## config.mk

```make
export PLATFORM = sky130hd
export DESIGN_NAME = permutation_sequencer
export DESIGN_NICKNAME = d
export VERILOG_FILES = /design/src/rtl/permutation_sequencer_pkg.sv /design/src/rtl/permutation_sequencer.sv
export SDC_FILE = /design/constraint.sdc
export NUM_CORES = 1
export LEC_CHECK = 0
export BUFFER_PORTS_ARGS = -buffer_cell sky130_fd_sc_hd__buf_2
export CORE_MARGIN = 2
export CORE_UTILIZATION = 30
export CTS_BUF_LIST = sky130_fd_sc_hd__clkbuf_2 sky130_fd_sc_hd__clkbuf_4 sky130_fd_sc_hd__clkbuf_8
export CTS_CLUSTER_DIAMETER = 120
export DETAILED_ROUTE_END_ITERATION = 10
export GPL_TIMING_DRIVEN = 0
export SYNTH_ARGS = -nofsm -noshare
export SYNTH_HDL_FRONTEND = slang
export SYNTH_SLANG_ARGS = --single-unit
```

## constraint.sdc

```tcl
create_clock -name clock_i -period 1.4 [get_ports clock_i]
set_clock_uncertainty 0.15 [all_clocks]
set_input_delay 0.42 -clock clock_i [delete_from_list [all_inputs] [get_ports clock_i]]
set_output_delay 0.42 -clock clock_i [all_outputs]
set_load 0.05 [all_outputs]
```

## src/rtl/permutation_sequencer_pkg.sv

```systemverilog
// Shared ASCON definitions used by the permutation control logic:
// the sequencer state encoding, the round-select encoding, the round-count constants,
// and a helper that maps a round selection to its starting round index.
package permutation_sequencer_pkg;

   // ASCON round counts. pa is the initialisation/finalisation permutation, and pb is the
   // data-processing permutation. The 8-round variant is used by ASCON-128a.
   localparam int ROUNDS_A = 12;
   localparam int ROUNDS_8 = 8;
   localparam int ROUNDS_B = 6;

   // Index of the final round. Every permutation ends on this index, whatever its length.
   localparam logic [3:0] LAST_ROUND = 4'd11;

   // Sequencer states.
   typedef enum logic [1:0] {
      ST_IDLE = 2'b00,
      ST_RUN  = 2'b01,
      ST_DONE = 2'b10
   } seq_state_t;

   // Round-count selection, as presented by the mode FSM.
   typedef enum logic [1:0] {
      SEL_P12     = 2'b00,
      SEL_P8      = 2'b01,
      SEL_P6      = 2'b10,
      SEL_P12_ALT = 2'b11
   } rounds_sel_t;

   // Returns the first round index of a permutation, which is 12 - N.
   // The counter then runs up to LAST_ROUND, so the final round is always index 11.
   function automatic logic [3:0] first_round(input rounds_sel_t sel);
      logic [3:0] r;
      case (sel)
         SEL_P8:  r = 4'(ROUNDS_A - ROUNDS_8);
         SEL_P6:  r = 4'(ROUNDS_A - ROUNDS_B);
         default: r = 4'd0;   // SEL_P12 and SEL_P12_ALT both select the full pa
      endcase
      return r;
   endfunction

endpackage

```

## src/rtl/permutation_sequencer.sv

```systemverilog
// Control FSM for the iterative single-round ASCON permutation datapath.
// Latency: a request accepted at edge k runs rounds in cycles k+1..k+N, pulses done_o in
//   cycle k+N+1, and is ready again in cycle k+N+2.
// Backpressure: start_i is accepted only while ready_o=1. Requests made at any other time
//   are dropped, not queued.
// Ports:
//   clock_i, reset_i  rising-edge clock, synchronous active-high reset
//   start_i           permutation request
//   rounds_sel_i      round count, sampled at accept (00/11 = 12, 01 = 8, 10 = 6)
//   ready_o           idle, can accept a request
//   round_o           round index for the constant-add stage
//   input_mode_o      datapath mux: 0 = external state, 1 = loop-back register
//   enable_o          state-register enable
//   busy_o            rounds executing
//   done_o            one-cycle pulse when the register holds the permuted state
module permutation_sequencer
   import permutation_sequencer_pkg::*;
(
   input  logic       clock_i,
   input  logic       reset_i,
   input  logic       start_i,
   input  logic [1:0] rounds_sel_i,
   output logic       ready_o,
   output logic [3:0] round_o,
   output logic       input_mode_o,
   output logic       enable_o,
   output logic       busy_o,
   output logic       done_o
);

   seq_state_t state, state_nxt;
   logic [3:0] round_cnt, round_cnt_nxt;
   logic       first, first_nxt;

   // State register, round counter and first-cycle flag.
   always_ff @(posedge clock_i) begin
      if (reset_i) begin
         state     <= ST_IDLE;
         round_cnt <= 4'd0;
         first     <= 1'b0;
      end else begin
         state     <= state_nxt;
         round_cnt <= round_cnt_nxt;
         first     <= first_nxt;
      end
   end

   // Next-state logic. rounds_sel_i is looked at only on an accepted request, so changes
   // while a permutation runs have no effect.
   always_comb begin
      state_nxt     = state;
      round_cnt_nxt = round_cnt;
      first_nxt     = first;
      case (state)
         ST_IDLE: begin
            if (start_i) begin
               state_nxt     = ST_RUN;
               round_cnt_nxt = first_round(rounds_sel_t'(rounds_sel_i));
               first_nxt     = 1'b1;
            end
         end
         ST_RUN: begin
            first_nxt = 1'b0;
            if (round_cnt == LAST_ROUND) begin
               // Hold the counter at 11 so that it never wraps.
               state_nxt = ST_DONE;
            end else begin
               round_cnt_nxt = round_cnt + 4'd1;
            end
         end
         ST_DONE: begin
            state_nxt     = ST_IDLE;
            round_cnt_nxt = 4'd0;
         end
         default: begin
            state_nxt     = ST_IDLE;
            round_cnt_nxt = 4'd0;
            first_nxt     = 1'b0;
         end
      endcase
   end

   // Outputs depend only on registered state, so there is no path from start_i to any output.
   // round_o and input_mode_o are forced to 0 outside RUN.
   always_comb begin
      ready_o      = 1'b0;
      round_o      = 4'd0;
      input_mode_o = 1'b0;
      enable_o     = 1'b0;
      busy_o       = 1'b0;
      done_o       = 1'b0;
      case (state)
         ST_IDLE: ready_o = 1'b1;
         ST_RUN: begin
            enable_o     = 1'b1;
            busy_o       = 1'b1;
            round_o      = round_cnt;
            // The external state enters on the first round only; after that the loop-back
            // register feeds the datapath.
            input_mode_o = ~first;
         end
         ST_DONE: done_o = 1'b1;
         default: ready_o = 1'b0;
      endcase
   end

endmodule

```

==> flow_metrics.py, run 1 <==
metrics = {
    "setup_path": {
        "r2r_setup_slack_ps": -270,
        "start_kind": "flip-flop",
        "reg2reg_depth": 5,
        "end_kind": "output port",
        "cp.required_ps": 830,
        "cp_max_fo": 5,
        "r2r_end": "round_cnt[1]",
        "worstPathArrival_ps": 1160,
        "reg2reg_from": "state[0]",
        "path_class": "flip-flop to output port",
    },
    "sta": {
        "post-route-worst-setup-slack_ps": -329,
        "setup_viol": 13,
        "fin_crit_sh_pct": 124,
        "hold_ws_ps": 353,
        "fin_crit_ps": 1730,
        "fmax_mhz": 578,
        "worstMarginPinSlew_ps": 436,
        "maxSlewViolCount": 0,
        "rsz0062_at_grt": "yes",
        "final.setup.tns_ps": -3140,
        "slew_headroom_pct": 71.0,
        "finalHoldViolCount": 0,
    },
    "yosys": {
        "synth_edf_count": 0,
        "synth-seq-cells": 7,
        "synth_top_area_share_pct": 33.2,
        "synthFlopType": "dfxtp_1",
        "yosysUniqueCellTypes": 25,
        "postSynthAreaPerCell_um2": 8.43,
        "ys_top_cells_by_area": "dfxtp_1 (33%), and2_1 (5.9%), ha_1 (5.9%)",
        "async_reset_ff_share_pct": 0,
        "ys_seq_area_share_pct": 33.2,
        "syn_nets": 57,
        "synth_top_area_cell": "dfxtp_1",
        "syn_inst": 50,
        "syn_area_um2": 422,
        "yosys_warnings": 0,
    },
    "finish": {
        "diodes": 0,
        "final_cell_mix": "buf_6 (8), buf_4 (6), nor3_1 (5), buf_8 (5)",
        "regArea_um2": 150,
        "drive_above_1_share_pct": 58.7,
        "multiInputGateArea_um2": 310,
        "fill_cells": 117,
        "syn_to_final_growth_pct": 81.6,
        "fin_util_pct": 58.8,
        "nNetsFinal": 83,
        "layout_commonest_cell": "buf_6",
    },
    "hold_path": {
        "hold_depth": 3,
        "min_path_type": "input port to flip-flop",
        "hold_start": "start_i",
        "min_to": "first",
    },
    "detailed_routing": {
        "via_per_inst": 4.96,
        "post-route-drc-count": 0,
        "antenna_left": 0,
        "drt_wl_total_um": 1200,
        "vias": 446,
        "drt_pre_antenna_iters": 3,
        "routedWlPerCell_um": 13.3,
        "drtIter0Drc": 7,
    },
    "power": {
        "combPwrFrac_pct": 28.8,
        "switching_share_pct": 32.3,
        "p_leak_nw": 0.318,
        "intPower_w": 0.000426,
        "switchingPower_w": 0.000203,
        "pwr-share-seq_pct": 36.1,
        "vdd_ir_drop_max_v": 0.000559,
        "power_density_mw_per_mm2": 821,
        "pwr-share-clk_pct": 35.0,
    },
    "floorplan": {
        "die_y_um": 41.5,
        "die-area_mm2": 0.00172,
        "pin_count": 14,
        "initial_utilization_pct": 32.4,
        "rows": 13,
        "die_w_um": 41.5,
        "core_mm2": 0.00130,
    },
    "outcome": {
        "status": "complete, but fails checks",
        "violations": "setup timing",
    },
    "place": {
        "gp_congestion": 0.724,
        "hpwl_um": 656,
        "portBuffers": 12,
    },
    "clock_tree": {
        "cts_tree": "yes",
        "htree_levels": 1,
        "cts_sinks": 7,
        "ctsLongestPathBuffers": 2,
        "cts_hold_buf": 0,
        "clk_pin_slew_ps": 70,
        "clk_latency_ps": 270,
        "cts_buffers": 3,
        "root_buffer": "clkbuf_4",
    },
    "grt": {
        "grt_overflow_total": 0,
        "grt_max_degree": 10,
        "grt_first_pass_wirelength_um": 1770,
        "grt_use_total_pct": 14.1,
        "grt_pass1_vias": 405,
        "antenna_found_initial": 0,
    },
    "run": {
        "max-cap-violations": 0,
    },
}
## critical path, stage by stage (launching register included)
cell and delay, ps:
dfxtp_4 370, inv_6 40, nand2_8 60, clkinvlp_4 110, and2_4 160, buf_8 140
## synth_stat cells (2+ instances only)
cell type  n
nand2b_1   2
ha_1       2
inv_1      3
and2_1     4
nor3_1     5
nand2_1    2
nand3_1    3
nor3b_1    2
dfxtp_1    7
mux2i_1    2
nor2_1     4
## sequential cells by signal (all words and copies together) (netlist names)
name       cells
first          1
round_cnt      4
state          2
## final cells by class
| type | count | share of cell area, % |
|---|---|---|
| inverter | 3 | 2.61 |
| buffer | 2 | 1.96 |
| tap | 15 | 2.45 |
| timing repair buffer | 21 | 27.9 |
| sequential | 7 | 19.6 |
| clock buffer | 4 | 3.92 |
| multi-input combinational | 37 | 40.5 |
| timing repair inverter | 1 | 0.980 |
## worst max-delay path by stage
stage	from	to
4_1_cts	state[0]	round_o[2]
5_1_grt	state[1]	round_o[0]
3_3_place_gp	state[1]	round_o[1]
2_1_floorplan	state[1]	round_o[0]
6_report	state[1]	round_o[0]
3_5_place_dp	state[1]	round_o[1]
## power by group through the flow
stage	Clock (W)	Sequential, W	Combinational, W
3_3_place_gp	0	0.000228	0.000125
5_1_grt	0.000233	0.000229	0.000191
6_report	0.000220	0.000227	0.000181
2_1_floorplan	0	0.000225	0.000103
3_5_place_dp	0	0.000229	0.000126
4_1_cts	0.000221	0.000223	0.000169
## what timing repair did
action | in CTS | in global routing
pin swaps | 2 | 4
gates cloned | 1 | 0
setup endpoints to repair | 10 | 13
gates resized for setup | 28 | 12
buffers inserted | 7 | 2
## metrics by stage
stage | setup WS, ps | power (W) | cells | instance area [um^2]
after floorplan | -266 | 0.000328 | 50 | 462
after global placement | -224 | 0.000353 | 77 | 541
after detailed placement | -224 | 0.000355 | 77 | 541
after CTS | -338 | 0.000613 | 89 | 718
after global routing | -365 | 0.000653 | 90 | 766
final | -329 | 0.000628 | 90 | 766
## layer usage
metal | wire length (um) | track usage [%] | vias up
li1 | - | - | 227
met1 | 524 | 15.7 | 203
met2 | 600 | 22.2 | 10
met3 | 22 | 1.30 | 6
met4 | 53 | 15.5 | 0
met5 | 0 | 0 | -
## kinds of logic after synthesis
group	synth area share [%]
AO/OA/AOI/OAI	10.4
adder cells (fa/ha/maj)	5.93
buffers and inverters	8.01
flip-flops	33.2
multiplexers	8.31
AND/OR/NAND/NOR	34.1
Note: power is estimated with default switching activity, not from simulation.
==> run 2, diff against run 1 <==
- BUFFER_PORTS_ARGS: -buffer_cell sky130_fd_sc_hd__buf_2 -> unset
- DONT_BUFFER_PORTS: unset -> 1
==> run 2 against run 1 <==
- the run still ends with setup timing left
- maximum frequency shrank 9.6%
- via count decreased by 4.0%
- die area unchanged
- total power is 7.6% lower
- register-to-register slack got worse by 90 ps
- clock-buffer cell count unchanged
- non-clock buffer count fell by 11
- cell area fell by 17%
- sequential share of layout area up 4.0 points
- final cell count is 12% lower
- critical path depth shrank 1
- hold slack got worse by 140 ps
- critical endpoint unchanged
==> flow_metrics.py, run 2 (same netlist as run 1, synthesis figures left out) <==
metrics = {
    "clock_tree": {
        "cts_hold_buf": 0,
        "cts_tree": "yes",
        "cts_buffers": 3,
        "ctsLongestPathBuffers": 2,
        "cts_sinks": 7,
        "htree_levels": 1,
        "clk_pin_slew_ps": 60,
        "root_buffer": "clkbuf_4",
        "clk_latency_ps": 250,
    },
    "finish": {
        "largest_register": "round_cnt",
        "syn_to_final_growth_pct": 50.7,
        "final_cell_mix": "buf_4 (9), and2_4 (4), nor3_1 (4), clkbuf_4 (4)",
        "reg_top3": "round_cnt (4), state (2), first (1)",
        "fill_cells": 128,
        "multiInputGateArea_um2": 318,
        "regArea_um2": 150,
        "layout_commonest_cell": "buf_4",
        "drive_above_1_share_pct": 53.1,
        "nNetsFinal": 72,
        "diodes": 0,
        "largest_reg_flops": 4,
        "fin_cells": 79,
        "post-route-cell-area_um2": 636,
    },
    "power": {
        "finalPower_w": 0.000581,
        "power_density_mw_per_mm2": 913,
        "vdd_ir_drop_max_v": 0.000360,
        "p_leak_nw": 0.251,
    },
    "outcome": {
        "violations": "setup timing",
        "status": "complete, but fails checks",
    },
    "sta": {
        "slew_headroom_pct": 41.1,
        "rsz0062_at_grt": "yes",
        "fmax_mhz": 523,
        "finalHoldViolCount": 0,
        "setup_viol": 14,
        "fin_crit_sh_pct": 137,
        "post-route-worst-setup-slack_ps": -514,
        "fin_crit_ps": 1910,
        "maxSlewViolCount": 0,
        "worstMarginPinSlew_ps": 880,
    },
    "place": {
        "portBuffers": 0,
        "hpwl_um": 594,
        "gp_congestion": 0.697,
        "post_dp_cell_area_um2": 480,
        "dp_cells": 65,
    },
    "detailed_routing": {
        "drt_pre_antenna_iters": 4,
        "drtIter0Drc": 11,
        "via_per_inst": 5.42,
        "post-route-drc-count": 0,
        "antenna_left": 0,
        "vias": 428,
        "routedWlPerCell_um": 14.5,
        "drt_wl_total_um": 1140,
    },
    "setup_path": {
        "crit_chain": "inv_6 > nand2_8 > clkinvlp_4 > and2_4",
        "end_kind": "output port",
        "crit_buf_inv": 2,
        "cp.required_ps": 830,
        "start_kind": "flip-flop",
        "slowest_delay_ps": 390,
        "worstPathArrival_ps": 1340,
        "crit_family": "flip-flops",
        "path_class": "flip-flop to output port",
        "cp_max_fo": 6,
        "timing.critical_path.slowest_stage_cell": "dfxtp_4",
    },
    "floorplan": {
        "die_w_um": 41.5,
        "core_mm2": 0.00130,
        "initial_utilization_pct": 32.4,
        "rows": 13,
        "pin_count": 14,
        "die-area_mm2": 0.00172,
        "die_y_um": 41.5,
    },
    "grt": {
        "grt_first_pass_wirelength_um": 1660,
        "grt_pass1_vias": 356,
        "antenna_found_initial": 0,
        "grt_max_degree": 10,
        "grt_overflow_total": 0,
        "grt_use_total_pct": 12.7,
    },
    "run": {
        "max-cap-violations": 0,
    },
    "hold_path": {
        "min_path_type": "input port to flip-flop",
    },
}
[run 2: report_power, final]
| part | leakage (nW) | internal, W | switching, W |
|---|---|---|---|
| Combinational | 0.173 | 0.0000590 | 0.0000866 |
| Clock | 0.0184 | 0.000128 | 0.0000789 |
| Sequential | 0.0595 | 0.000208 | 0.0000193 |
| Total | 0.251 | 0.000396 | 0.000185 |
[run 2: worst reg2reg max path, stage by stage (launching register included)]
cell and delay, ps:
dfxtp_4 370, buf_4 140, buf_6 110, buf_4 130, or2_1 230, a21o_1 210, mux2_4 300
[run 2: repair_timing]
action	CTS	global route
gates cloned	1	0
pin swaps	5	8
gates resized for setup	8	7
buffers inserted	6	6
endpoints found under the setup margin	11	14
[run 2: path summary, 6_finish.rpt]
kind | start | cells past startpoint | slack (ps) | end
worst min register to register | state[1] | 1 | 330 | state[0]
worst min-delay path | start_i | 2 | 220 | first
worst max register to register | state[0] | 6 | -360 | round_cnt[1]
worst max-delay path | state[1] | 4 | -510 | round_o[0]
[run 2: cell type report]
class	instances	share of cell area, %
inverters	3	3.15
well taps	15	2.95
repair buffers	10	13.0
flip-flops and latches	7	23.6
clock buffers	4	4.72
plain buffers	2	1.77
repair inverters	1	0.787
multi-input cells	37	50.0
[run 2: metal layers]
| metal | up-vias | routed length, um | track usage [%] |
|---|---|---|---|
| met4 | 0 | 0 | 9.68 |
| li1 | 205 | - | - |
| met1 | 201 | 467 | 15.6 |
| met2 | 22 | 593 | 19.4 |
| met3 | 0 | 83 | 2.17 |
| met5 | - | 0 | 0 |
[run 2: stage by stage]
step	utilization, %	setup slack (ps)	setup TNS, ps	hold slack (ps)
final	48.8	-514	-5190	216
after floorplan	-	-266	-1940	303
after CTS	45.3	-556	-4860	225
after global placement	36.9	-362	-2720	347
after global routing	48.8	-557	-5810	280
after detailed placement	36.9	-356	-2700	339
